**src/rtl/ir_pkg.sv**
```systemverilog
// ir_pkg: shared NEC IR definitions for ir_encoder and ir_decoder.
//   ir_tx_state_t   transmitter state encoding
//   *_U localparams durations of each NEC element, in NEC units (562.5 us)
//   is_mark_state() true for states in which the LED carrier is on
package ir_pkg;

  typedef enum logic [2:0] {
    IDLE,
    LEAD_MARK,
    LEAD_SPACE,
    BIT_MARK,
    BIT_SPACE,
    STOP_MARK,
    GAP
  } ir_tx_state_t;

  localparam int LEAD_MARK_U  = 16;
  localparam int LEAD_SPACE_U = 8;
  localparam int REP_SPACE_U  = 4;
  localparam int BIT_MARK_U   = 1;
  localparam int ZERO_SPACE_U = 1;
  localparam int ONE_SPACE_U  = 3;
  localparam int STOP_U       = 1;

  function automatic logic is_mark_state(input ir_tx_state_t s);
    return (s == LEAD_MARK) || (s == BIT_MARK) || (s == STOP_MARK);
  endfunction

endpackage

```
**src/rtl/ir_encoder_carrier_gen.sv**
```systemverilog
// ir_carrier_gen: phase-restartable square wave for IR LED modulation.
//   clk      system clock
//   rst      synchronous active-high reset
//   restart  on this edge the wave restarts high with a full half period
//   en       gates the output (carrier is 0 while en is low)
//   carrier  gated square wave, half period HALF clock cycles
module ir_carrier_gen #(
  parameter int HALF = 328
) (
  input  logic clk,
  input  logic rst,
  input  logic restart,
  input  logic en,
  output logic carrier
);

  localparam int CW = (HALF > 1) ? $clog2(HALF + 1) : 1;

  logic [CW-1:0] cnt_reg;
  logic          phase_reg;

  always_ff @(posedge clk) begin
    if (rst) begin
      cnt_reg   <= '0;
      phase_reg <= 1'b0;
    end else if (restart) begin
      cnt_reg   <= '0;
      phase_reg <= 1'b1;
    end else if (cnt_reg == CW'(HALF - 1)) begin
      cnt_reg   <= '0;
      phase_reg <= ~phase_reg;
    end else begin
      cnt_reg <= cnt_reg + 1'b1;
    end
  end

  assign carrier = en & phase_reg;

endmodule

```
**src/rtl/ir_encoder.sv**
```systemverilog
// ir_encoder: NEC-format IR transmitter (32-bit command, LSB first).
//   clk          system clock
//   rst          synchronous active-high reset (aborts any frame, no done)
//   enable       gates acceptance of new requests only
//   start        request a full frame (wins over repeat_req)
//   repeat_req   request an NEC repeat code
//   command      frame payload, bit 0 sent first; latched on accept
//   ready        high only while idle
//   busy         complement of ready
//   done         one-cycle pulse as the transmitter returns to idle
//   ir_envelope  unmodulated mark signal (1 = mark)
//   ir_out       envelope modulated with the carrier, drives the LED
module ir_encoder
  import ir_pkg::*;
#(
  parameter int clk_hz     = 25000000,
  parameter int carrier_hz = 38000,
  parameter int gap_units  = 72
) (
  input  logic        clk,
  input  logic        rst,
  input  logic        enable,
  input  logic        start,
  input  logic        repeat_req,
  input  logic [31:0] command,
  output logic        ready,
  output logic        busy,
  output logic        done,
  output logic        ir_envelope,
  output logic        ir_out
);

  localparam int UNIT_CYCLES  = clk_hz * 9 / 16000;
  localparam int CARRIER_HALF = clk_hz / (2 * carrier_hz);
  localparam int CYC_W        = $clog2(UNIT_CYCLES + 1);
  localparam int MAX_UNITS    = (gap_units > LEAD_MARK_U) ? gap_units : LEAD_MARK_U;
  localparam int UNIT_W       = $clog2(MAX_UNITS + 1);

  ir_tx_state_t      state_reg, state_next;
  logic [CYC_W-1:0]  cyc_reg;
  logic [UNIT_W-1:0] unit_reg;
  logic [4:0]        bit_idx_reg;
  logic [31:0]       cmd_reg;
  logic              rep_reg;
  logic              env_reg;
  logic              done_reg;

  logic              accept;
  logic              advance;
  logic              done_next;
  logic              cyc_last;
  logic [UNIT_W-1:0] unit_last;
  logic              carrier_w;

  assign cyc_last = (cyc_reg == CYC_W'(UNIT_CYCLES - 1));

  // Index of the final unit of the current state.
  always_comb begin
    unit_last = '0;
    case (state_reg)
      LEAD_MARK:  unit_last = UNIT_W'(LEAD_MARK_U - 1);
      LEAD_SPACE: unit_last = rep_reg ? UNIT_W'(REP_SPACE_U - 1) : UNIT_W'(LEAD_SPACE_U - 1);
      BIT_MARK:   unit_last = UNIT_W'(BIT_MARK_U - 1);
      BIT_SPACE:  unit_last = cmd_reg[bit_idx_reg] ? UNIT_W'(ONE_SPACE_U - 1)
                                                   : UNIT_W'(ZERO_SPACE_U - 1);
      STOP_MARK:  unit_last = UNIT_W'(STOP_U - 1);
      GAP:        unit_last = UNIT_W'(gap_units - 1);
      default:    unit_last = '0;
    endcase
  end

  always_comb begin
    state_next = state_reg;
    accept     = 1'b0;
    advance    = 1'b0;
    done_next  = 1'b0;
    if (state_reg == IDLE) begin
      if (enable && (start || repeat_req)) begin
        accept     = 1'b1;
        state_next = LEAD_MARK;
      end
    end else if (cyc_last && (unit_reg == unit_last)) begin
      advance = 1'b1;
      case (state_reg)
        LEAD_MARK:  state_next = LEAD_SPACE;
        LEAD_SPACE: state_next = rep_reg ? STOP_MARK : BIT_MARK;
        BIT_MARK:   state_next = BIT_SPACE;
        BIT_SPACE:  state_next = (bit_idx_reg == 5'd31) ? STOP_MARK : BIT_MARK;
        STOP_MARK:  state_next = GAP;
        GAP: begin
          state_next = IDLE;
          done_next  = 1'b1;
        end
        default:    state_next = IDLE;
      endcase
    end
  end

  always_ff @(posedge clk) begin
    if (rst) begin
      state_reg   <= IDLE;
      cyc_reg     <= '0;
      unit_reg    <= '0;
      bit_idx_reg <= '0;
      cmd_reg     <= '0;
      rep_reg     <= 1'b0;
      env_reg     <= 1'b0;
      done_reg    <= 1'b0;
    end else begin
      state_reg <= state_next;
      done_reg  <= done_next;
      // Registered envelope follows the next state so the mark is visible
      // from the cycle right after the accept edge.
      env_reg   <= is_mark_state(state_next);
      if (accept) begin
        cmd_reg     <= command;
        rep_reg     <= ~start;
        bit_idx_reg <= '0;
        cyc_reg     <= '0;
        unit_reg    <= '0;
      end else if (advance) begin
        cyc_reg  <= '0;
        unit_reg <= '0;
        // 5-bit index wraps 31 -> 0 as bit 31's space ends.
        if (state_reg == BIT_SPACE) bit_idx_reg <= bit_idx_reg + 1'b1;
      end else if (state_reg != IDLE) begin
        if (cyc_last) begin
          cyc_reg  <= '0;
          unit_reg <= unit_reg + 1'b1;
        end else begin
          cyc_reg <= cyc_reg + 1'b1;
        end
      end
    end
  end

  // Carrier restarts on the same edge that enters any mark state.
  ir_carrier_gen #(
    .HALF (CARRIER_HALF)
  ) u_carrier (
    .clk     (clk),
    .rst     (rst),
    .restart ((accept || advance) && is_mark_state(state_next)),
    .en      (env_reg),
    .carrier (carrier_w)
  );

  assign ready       = (state_reg == IDLE);
  assign busy        = ~ready;
  assign done        = done_reg;
  assign ir_envelope = env_reg;
  assign ir_out      = env_reg & carrier_w;

endmodule

```
**config.mk**
```make
export PLATFORM = sky130hd
export DESIGN_NAME = ir_encoder
export DESIGN_NICKNAME = d
export VERILOG_FILES = /design/src/rtl/ir_pkg.sv /design/src/rtl/ir_encoder_carrier_gen.sv /design/src/rtl/ir_encoder.sv
export SDC_FILE = /design/constraint.sdc
export NUM_CORES = 1
export LEC_CHECK = 0
export CORE_UTILIZATION = 30
export CTS_CLUSTER_DIAMETER = 60
export DETAILED_ROUTE_END_ITERATION = 12
export GPL_ROUTABILITY_DRIVEN = 0
export PLACE_DENSITY = 0.44
export SYNTH_ARGS = -nofsm -noshare
export SYNTH_HDL_FRONTEND = slang
export SYNTH_SLANG_ARGS = --single-unit
```
**constraint.sdc**
```tcl
create_clock -name clk -period 3.8 [get_ports clk]
set_input_delay 0.38 -clock clk [delete_from_list [all_inputs] [get_ports clk]]
set_output_delay 0.38 -clock clk [all_outputs]
set_load 0.02 [all_outputs]
```
==> summary.md, run 1 <==
| Metric | Value |
|---|---|
| Ys flop type | `dfxtp_1` |
| Vias per cell | `4.91` |
| GRT overflow | `0` |
| I/O Pins | `42` |
| Fmax | `329 MHz` |
| Fin. max-slew vios | `0` |
| Leakage power | `1.64 nW` |
| Clock Path Buffers | `2` |
| DPL Wire Length | `6660 um` |
| CP Data Arrival Time | `3230 ps` |
| Peak VDD IR | `0.000240 V` |
| Initial Util | `30.6%` |
| Max Cap Viol | `0` |
| Clock Pin Slew Worst Setup and Hold Paths | `60 ps` |
| Max-slew headroom | `56.0%` |
| TritonCTS Buffers | `9` |
| IO Port Bufs | `41` |
| Number of flops mapped to enable cells by yosys | `0` |
| Run status | `finished, final reports clean` |
| Synth top area share | `38.5%` |
| Detailed router's first-iteration violation count | `123` |
| # DRC | `0` |
| Mapped Cells | `457` |
| Internal | `1.45 mW` |
| Sequential area share after synthesis | `38.5%` |
| Net Count, Synth | `500` |
| Antenna viol nets, final | `0` |
| Final setup vio count | `0` |
| Critical path required time | `3990 ps` |
| HP Class | `reg -> reg` |
| Final WL | `9320 um` |
| YS warnings | `0` |
| Max FFs per register | `32` |
| Combinational fraction of design power | `9.4%` |
| # fillers | `1,323` |
| Post-DR wirelength/cell | `13.9 um` |
| WP buf/inv | `0` |
| Total GRT Usage | `15.3%` |
| Final core occ | `37.7%` |
| NumNets Final | `534` |
| Top cells by count, synth | `nand2_1, dfxtp_1, a21oi_1` |
| Slew of the pin with the lowest slew margin | `657 ps` |
| Layout cells sized above 1 | `9.27%` |
| Syn Std Cell Area | `3850 um2` |
| CP max FO | `14` |
| Largest net degree at the start of global routing | `37` |
| Hold buffers post-CTS | `0` |
| Pwr Density | `399 nW/um2` |
| WS Path Type | `reg -> reg` |
| Library cells used by synthesis | `61` |
| Endpoints failing hold | `0` |
| Startpoint Class | `register` |
| Sw Share | `23.2%` |
| Top cells by area, synth | `dfxtp_1, nand2_1, a21oi_1` |
| Ys async rst share | `0%` |
| CTS H-tree depth | `3` |
| Clock skew | `3.97 ps` |
| CP max-delay cell | `a2111oi_4` |
| Vias in the first global route | `3,167` |
| CTS Root Cell | `clkbuf_16` |
| Synth area leader | `dfxtp_1` |
| Drt pass-1 iters | `4` |
| CORE AREA | `12,600 um2` |
| Max incr delay on CP | `690 ps` |
| PostCTS Resize Cnt | `0` |
| RSZ-0062 raised after global routing | `no` |
| Clock Power Share | `46.9%` |
| Period utilisation layout | `79.9%` |
| Seq pwr share | `43.7%` |
| Most frequent cell after synthesis | `nand2_1` |
| TritonCTS Sinks | `74` |
| Row count | `41` |
| P_sw | `0.437 mW` |
| Post-CTS setup repair buffer count | `0` |
| Fin crit period | `3040 ps` |
| Die Span X | `115 um` |
| Chip height | `115 um` |
| Initial antenna violation count | `0` |
| Setup TNS | `0 ps` |
| Layout Area Growth over Synthesis | `23.0%` |
| Number of synthesized register bits | `74` |
| Clock latency on the worst-skew pair | `340 ps` |
| Kind of end point of the critical path | `register` |
| Die Footprint | `13,300 um2` |
| Top delay family on crit path | `compound AO/OA/AOI/OAI gates` |
| First-pass GRT wire length | `15,500 um` |
| CTS tree | `built` |
| Diode count | `0` |
| Cell Chain, Critical Path | `mux4_1 > mux2i_1 > a221oi_1 > or4_4 > a2111oi_4 > nor3_1` |
| Synthesized area per cell | `8.42 um2` |
| Via count | `3,280` |
power groups by stage:
| stage | registers, mW | clock network, mW | logic (mW) |
|---|---|---|---|
| after CTS | 0.826 | 0.913 | 0.181 |
| after global routing | 0.829 | 0.940 | 0.198 |
| final | 0.825 | 0.886 | 0.177 |
| after global placement | 0.843 | 0 | 0.178 |
| after floorplan | 0.833 | 0 | 0.107 |
| after detailed placement | 0.843 | 0 | 0.180 |
stage by stage:
stage                     cell area, um2  cells  power [mW]  hold WS [ps]  setup WS, ps
after floorplan                     3850    457       0.940           431          1310
after global placement              4420    652        1.02           445           750
after detailed placement            4420    652        1.02           443           723
after CTS                           4730    668        1.92           451           706
after global routing                4730    668        1.97           468           478
final                               4730    668        1.89           450           764
logic make-up after synthesis:
kind of cell,synth area share (%)
xor+xnor,5.69
simple gates,27.0
buf+inv,4.19
compound gates,13.6
mux,9.14
fa+ha+maj,1.95
flops,38.5
layer usage:
| layer | up-vias | track usage [%] | wire, um |
|---|---|---|---|
| met5 | - | 0 | 0 |
| met4 | 0 | 5.71 | 147 |
| met3 | 9 | 4.32 | 265 |
| met2 | 40 | 26.8 | 4570 |
| met1 | 1535 | 17.6 | 4330 |
| li1 | 1696 | - | - |
cell usage in the layout (no fill, tap or decap), drive strengths merged, types with 2 or more instances in the layout:
master          n
mux2i          13
o22ai           2
and3            6
nor2           26
clkinv          4
nor4            3
a21oi          37
buf            10
ha              6
a221oi          4
nand2b          5
o21ai           5
nor3b           2
nand4          17
mux4            5
a32oi           2
and2            4
a31o            3
o211ai          2
nor2b           5
xnor2          14
and4            2
xor2           11
a2111oi         2
clkdlybuf4s50  41
a31oi           2
nand3          11
or4             2
nand2          98
inv             7
or3             6
o31a            3
o31ai           2
clkbuf         12
dfxtp          74
mux2            8
nor3           23
worst paths after layout:
kind / depth (start not counted) / end / slack, ps / from
worst max-delay path: 6 / u_carrier.cnt_reg[1]$_SDFF_PP0_ / 760 / bit_idx_reg[0]$_SDFFE_PP0P_
worst max register to register: 6 / u_carrier.cnt_reg[1]$_SDFF_PP0_ / 760 / bit_idx_reg[0]$_SDFFE_PP0P_
worst min-delay path: 2 / cmd_reg[17]$_SDFFE_PP0P_ / 450 / cmd_reg[17]$_SDFFE_PP0P_
worst min register to register: 2 / cmd_reg[17]$_SDFFE_PP0P_ / 450 / cmd_reg[17]$_SDFFE_PP0P_
layout make-up:
cell class | instances | area (um2) | share of cell area, %
multi-input combinational | 347 | 2210 | 46.6
sequential | 74 | 1480 | 31.3
timing repair buffer | 51 | 485 | 10.3
clock buffer | 12 | 267 | 5.63
tap | 172 | 215 | 4.55
clock inverter | 4 | 48.8 | 1.03
inverter | 8 | 30.0 | 0.634
worst register-to-register path, cell delays in order, from the launching register on:
cell and delay, ps:
dfxtp_1 650, mux4_1 610, mux2i_1 190, a221oi_1 170, or4_4 470, a2111oi_4 690
nor3_1 120
(Power assumes the default switching activity.)
==> inputs of run 2 (changes only) <==
clock period = 2.9 ns   (was 3.8 ns; I/O delays follow)
==> summary.md, run 2 (synthesized netlist as in run 1, its figures left out) <==
| Metric | Value |
|---|---|
| Met2 routed WL | `4390 um (was 4570 um)` |
| Vias in the first global route | `3,141 (was 3,167)` |
| TritonCTS Buffers | `9 (unchanged)` |
| Die Span X | `115 um (unchanged)` |
| IO Port Bufs | `41 (unchanged)` |
| Clock skew | `5.96 ps (was 3.97 ps)` |
| M1 WL | `4220 um (was 4330 um)` |
| Worst Setup SP | `bit_idx_reg[0]$_SDFFE_PP0P_ (unchanged)` |
| Fin crit period | `2720 ps (was 3040 ps)` |
| Critical path required time | `3150 ps (was 3990 ps)` |
| Met3 routed WL | `291 um (was 265 um)` |
| WS Path Type | `reg -> reg (unchanged)` |
| Clock latency on the worst-skew pair | `330 ps (was 340 ps)` |
| CTS Root Cell | `clkbuf_16 (unchanged)` |
| TritonCTS Sinks | `74 (unchanged)` |
| Reg-to-Reg Start | `bit_idx_reg[0]$_SDFFE_PP0P_ (unchanged)` |
| Post-DR wirelength/cell | `13.5 um (was 13.9 um)` |
| # DRC | `0 (unchanged)` |
| Hold buffers post-CTS | `0 (unchanged)` |
| Leakage power | `1.67 nW (was 1.64 nW)` |
| Endpoints failing hold | `0 (unchanged)` |
| Leading cell type in the layout, fill and taps excluded | `nand2_1 (unchanged)` |
| Final WL | `9090 um (was 9320 um)` |
| Clock Pin Slew Worst Setup and Hold Paths | `60 ps (about the same)` |
| CP Data Arrival Time | `2970 ps (was 3230 ps)` |
| Fin. max-slew vios | `0 (unchanged)` |
| Largest net degree at the start of global routing | `33 (was 37)` |
| HP Class | `reg -> reg (unchanged)` |
| Cell Chain, Critical Path | `mux4_1 > mux2i_1 > a221oi_1 > nor3_2 > mux2_2 > a221oi_1 (was mux4_1 > mux2i_1 > a221oi_1 > or4_4 > a2111oi_4 > nor3_1)` |
| Final setup vio count | `0 (unchanged)` |
| Worst setup margin | `179 ps (was 764 ps)` |
| Chip height | `115 um (unchanged)` |
| Kind of end point of the critical path | `register (unchanged)` |
| Max Cap Viol | `0 (unchanged)` |
| Max FFs per register | `32 (unchanged)` |
| CTS H-tree depth | `3 (unchanged)` |
| Vias per cell | `4.89 (was 4.91)` |
| Die Footprint | `13,300 um2 (unchanged)` |
| Pwr Density | `512 nW/um2 (was 399 nW/um2)` |
| Drt pass-1 iters | `4 (unchanged)` |
| Max incr delay on CP | `600 ps (was 690 ps)` |
| Diode count | `0 (unchanged)` |
| WP buf/inv | `0 (unchanged)` |
| GRT overflow | `0 (unchanged)` |
| Initial antenna violation count | `0 (unchanged)` |
| Clock Path Buffers | `2 (unchanged)` |
| Highest Signal Layer | `met4 (unchanged)` |
| Layout cells sized above 1 | `10.5% (was 9.27%)` |
| Total GRT Usage | `14.9% (was 15.3%)` |
| Period utilisation layout | `93.8% (was 79.9%)` |
| Row count | `41 (unchanged)` |
| Post-CTS setup repair buffer count | `0 (unchanged)` |
| Most frequent cells in the layout | `nand2_1, dfxtp_1, clkdlybuf4s50_1, a21oi_1, nor2_1 (unchanged)` |
| # fillers | `1,315 (was 1,323)` |
| Top delay family on crit path | `multiplexers (was compound AO/OA/AOI/OAI gates)` |
| Detailed router's first-iteration violation count | `126 (was 123)` |
| Setup TNS | `0 ps (unchanged)` |
| CP max-delay cell | `mux4_1 (was a2111oi_4)` |
| CP max FO | `8 (was 14)` |
| Layout Area Growth over Synthesis | `24.9% (was 23.0%)` |
| Most used cell, CP | `a221oi_1` |
| Hold wc startpoint | `cmd_reg[20]$_SDFFE_PP0P_ (was cmd_reg[17]$_SDFFE_PP0P_)` |
| NumNets Final | `542 (was 534)` |
| First-pass GRT wire length | `15,100 um (was 15,500 um)` |
| CTS tree | `built (unchanged)` |
| Slew of the pin with the lowest slew margin | `660 ps (was 657 ps)` |
| Initial Util | `30.6% (unchanged)` |
| Setup WS pre-CTS | `179 ps (was 723 ps)` |
| Startpoint Class | `register (unchanged)` |
| I/O Pins | `42 (unchanged)` |
| DPL Wire Length | `6580 um (was 6660 um)` |
| Via count | `3,304 (was 3,280)` |
| Peak VDD IR | `0.000206 V (was 0.000240 V)` |
| Fmax | `368 MHz (was 329 MHz)` |
| CORE AREA | `12,600 um2 (unchanged)` |
| Run status | `finished, final reports clean (unchanged)` |
| Antenna viol nets, final | `0 (unchanged)` |
| Max-slew headroom | `55.7% (was 56.0%)` |
## run 2: area by class of cell
| type | count | area [um2] | share of cell area (%) |
|---|---|---|---|
| Tap cell | 172 | 215 | 4.48 |
| Clock buffer | 13 | 270 | 5.62 |
| Timing Repair Buffer | 59 | 558 | 11.6 |
| Sequential cell | 74 | 1480 | 30.8 |
| Clock inverter | 2 | 35.0 | 0.729 |
| Inverter | 8 | 30.0 | 0.625 |
| Multi-Input combinational cell | 347 | 2220 | 46.1 |
## run 2: metal layers
layer / global-route usage, % / vias to the layer above
met4: 6.84 / 0
met1: 17.6 / 1536
met2: 25.7 / 44
li1: - / 1711
met3: 3.53 / 13
met5: 0 / -
## run 2: worst reg2reg max path, delay by kind of cell (launching register included)
| family | cells | cell delay [ps] |
|---|---|---|
| flip-flops | 1 | 550 |
| AO/OA/AOI/OAI | 2 | 380 |
| AND/OR/NAND/NOR | 1 | 540 |
| multiplexers | 3 | 1160 |
## run 2: stage by stage
| stage | utilization [%] | instances | hold WS [ps] | total power [mW] | instance area (um2) |
|---|---|---|---|---|---|
| global placement | 35.7 | 660 | 439 | 1.34 | 4490 |
| floorplan | - | 457 | 400 | 1.23 | 3850 |
| CTS | 38.2 | 675 | 452 | 2.50 | 4800 |
| global route | 38.2 | 675 | 464 | 2.58 | 4810 |
| detailed placement | 35.7 | 660 | 444 | 1.35 | 4490 |
| finish | 38.2 | 675 | 452 | 2.46 | 4810 |
## run 2: worst paths after layout
kind	to	slack, ps	cells after the start
min	cmd_reg[20]$_SDFFE_PP0P_	450	2
min reg2reg	cmd_reg[20]$_SDFFE_PP0P_	450	2
max reg2reg	state_reg[1]$_SDFF_PP0_	180	6
max	state_reg[1]$_SDFF_PP0_	180	6
## run 2: what timing repair did
item                                    4_1_cts  5_1_grt
endpoints found under the setup margin        0       10
resized for setup                             0        2
hold endpoints to repair                      0        0
## run 2: power by group
| group | total [mW] | switching [mW] | internal, mW | leakage (nW) |
|---|---|---|---|---|
| Clock | 1.14 | 0.413 | 0.730 | 0.152 |
| Sequential | 1.08 | 0.0261 | 1.05 | 0.602 |
| Combinational | 0.240 | 0.121 | 0.119 | 0.917 |
==> inputs of run 3 (changes only) <==
CORE_MARGIN = 10   (was not set)
CORE_UTILIZATION = 56   (was 30)
PLACE_DENSITY = 0.75   (was 0.44)
==> summary.md, run 3 (synthesized netlist as in run 1, its figures left out) <==
| Metric | Value |
|---|---|
| Run status | `finished, final reports clean (unchanged)` |
| Antenna viol nets, final | `0 (unchanged)` |
| NumNets Final | `542 (unchanged)` |
| Hold wc startpoint | `cmd_reg[27]$_SDFFE_PP0P_ (was cmd_reg[20]$_SDFFE_PP0P_)` |
| TritonCTS Buffers | `9 (unchanged)` |
| WS Path Type | `reg -> reg (unchanged)` |
| # placed instances | `568 (was 660)` |
| GRT overflow | `0 (unchanged)` |
| Leading cell type in the layout, fill and taps excluded | `nand2_1 (unchanged)` |
| CTS Root Cell | `clkbuf_8 (was clkbuf_16)` |
| Final WL | `8700 um (was 9090 um)` |
| Die Span X | `103 um (was 115 um)` |
| Setup TNS | `0 ps (unchanged)` |
| Initial Util | `57.3% (was 30.6%)` |
| Vias per cell | `5.85 (was 4.89)` |
| Diode count | `0 (unchanged)` |
| DPL Wire Length | `6360 um (was 6580 um)` |
| Vias in the first global route | `3,259 (was 3,141)` |
| Largest net degree at the start of global routing | `41 (was 33)` |
| Clock Pin Slew Worst Setup and Hold Paths | `80 ps (was 60 ps)` |
| Worst Setup SP | `cyc_reg[0]$_SDFFE_PP0N_ (was bit_idx_reg[0]$_SDFFE_PP0P_)` |
| CTS H-tree depth | `3 (unchanged)` |
| Hold Slack | `459 ps (was 452 ps)` |
| CP max FO | `6 (was 8)` |
| P_sw | `0.544 mW (was 0.560 mW)` |
| Drt pass-1 iters | `4 (unchanged)` |
| Top delay family on crit path | `simple AND/OR/NAND/NOR gates (was multiplexers)` |
| Final setup vio count | `0 (unchanged)` |
| CTS tree | `built (unchanged)` |
| CP max-delay cell | `or4_1 (was mux4_1)` |
| IO Port Bufs | `41 (unchanged)` |
| Max incr delay on CP | `540 ps (was 600 ps)` |
| Clock skew | `9.48 ps (was 5.96 ps)` |
| I/O Pins | `42 (unchanged)` |
| Cell Chain, Critical Path | `ha_1 > nand4_1 > or4_1 > a2111oi_4 > nand4_1 > mux2i_1 > mux2i_1 (was mux4_1 > mux2i_1 > a221oi_1 > nor3_2 > mux2_2 > a221oi_1)` |
| Pwr Total | `2.07 mW (was 2.46 mW)` |
| Clock Path Buffers | `2 (unchanged)` |
| Detailed router's first-iteration violation count | `154 (was 126)` |
| Clock Power Share | `36.5% (was 46.4%)` |
| WP buf/inv | `0 (unchanged)` |
| Seq pwr share | `51.9% (was 43.8%)` |
| Slew of the pin with the lowest slew margin | `742 ps (was 660 ps)` |
| Clock latency on the worst-skew pair | `350 ps (was 330 ps)` |
| Critical path required time | `3180 ps (was 3150 ps)` |
| Fmax | `373 MHz (was 368 MHz)` |
| Post-CTS setup repair buffer count | `0 (unchanged)` |
| Die Footprint | `10,600 um2 (was 13,300 um2)` |
| Max-slew headroom | `50.4% (was 55.7%)` |
| Peak VDD IR | `0.000281 V (was 0.000206 V)` |
| Reg-to-Reg Start | `cyc_reg[0]$_SDFFE_PP0N_ (was bit_idx_reg[0]$_SDFFE_PP0P_)` |
| Most frequent cells in the layout | `nand2_1, dfxtp_1, clkdlybuf4s50_1, a21oi_1, nor2_1 (unchanged)` |
| Layout Area Growth over Synthesis | `18.4% (was 24.9%)` |
| Fin. max-slew vios | `0 (unchanged)` |
| Initial antenna violation count | `0 (unchanged)` |
| Total GRT Usage | `17.1% (was 14.9%)` |
| HP Class | `reg -> reg (unchanged)` |
| Layout cells sized above 1 | `11.3% (was 10.5%)` |
| CP Data Arrival Time | `2960 ps (was 2970 ps)` |
| Max FFs per register | `32 (unchanged)` |
| First-pass GRT wire length | `14,800 um (was 15,100 um)` |
| # DRC | `0 (unchanged)` |
| Kind of end point of the critical path | `register (unchanged)` |
| Via count | `3,416 (was 3,304)` |
| Max Cap Viol | `0 (unchanged)` |
| Sw Share | `26.3% (was 22.7%)` |
| Leakage power | `1.62 nW (was 1.67 nW)` |
| Chip height | `103 um (was 115 um)` |
| Row count | `30 (was 41)` |
| Period utilisation layout | `92.4% (was 93.8%)` |
| Pwr Density | `454 nW/um2 (was 512 nW/um2)` |
| Fin crit period | `2680 ps (was 2720 ps)` |
| RSZ-0062 raised after global routing | `no` |
| CORE AREA | `6720 um2 (was 12,600 um2)` |
| Combinational fraction of design power | `11.5% (was 9.7%)` |
| Post-route insts no fill | `584 (was 675)` |
| Post-DR wirelength/cell | `14.9 um (was 13.5 um)` |
| Internal | `1.53 mW (was 1.90 mW)` |
| Endpoints failing hold | `0 (unchanged)` |
| Startpoint Class | `register (unchanged)` |
| TritonCTS Sinks | `74 (unchanged)` |
run 3: cell count changes in the layout (fill, tap and decap cells not counted), sizes merged:
cell	before	now
inv	7	8
clkinvlp	0	3
clkbuf	13	11
bufinv	1	0
run 3: worst register-to-register path: cells and delay by family (launching register included):
| kind | cells | cell delay (ps) |
|---|---|---|
| AND/OR/NAND/NOR | 3 | 840 |
| adder cells (fa/ha/maj) | 1 | 200 |
| AO/OA/AOI/OAI | 1 | 500 |
| multiplexers | 2 | 650 |
| flip-flops | 1 | 420 |
run 3: worst paths after layout:
check | slack, ps | endpoint | depth (start not counted)
worst min register to register | 460 | cmd_reg[27]$_SDFFE_PP0P_ | 2
worst max register to register | 220 | bit_idx_reg[4]$_SDFFE_PP0P_ | 7
worst min-delay path | 460 | cmd_reg[27]$_SDFFE_PP0P_ | 2
worst max-delay path | 220 | bit_idx_reg[4]$_SDFFE_PP0P_ | 7
run 3: what timing repair did:
item / in CTS / in global routing
gates resized for setup: 0 / 4
endpoints found under the setup margin: 0 / 10
hold buffers: 0 / 0
run 3: final cells by class:
class / count / area (um2)
clock buffers: 11 / 151
clock inverters: 5 / 36.3
fillers: 580 / 2160
inverters: 8 / 30.0
multi-input cells: 347 / 2210
flip-flops and latches: 74 / 1480
well taps: 80 / 100
repair buffers: 59 / 546
run 3: per-layer routing:
metal,up-vias,GRT usage [%],wire length (um)
li1,1707,-,-
met1,1596,21.3,3950
met2,91,27.6,4130
met3,22,3.42,445
met4,0,8.02,173
met5,-,0,0
run 3: per-stage QoR:
step / utilization (%) / area [um2] / setup slack, ps
6_report: 67.8 / 4560 / 220
2_1_floorplan: - / 3850 / 414
5_1_grt: 67.8 / 4560 / 62.9
3_5_place_dp: 64.9 / 4360 / 37.4
4_1_cts: 67.7 / 4550 / 14.1
3_3_place_gp: 64.9 / 4360 / 202
run 3: power by group through the flow:
stage,Sequential (mW),Combinational (mW),Clock (mW)
CTS,1.08,0.239,0.771
global route,1.08,0.263,0.808
floorplan,1.09,0.140,0
detailed placement,1.10,0.237,0
finish,1.08,0.239,0.756
global placement,1.10,0.232,0
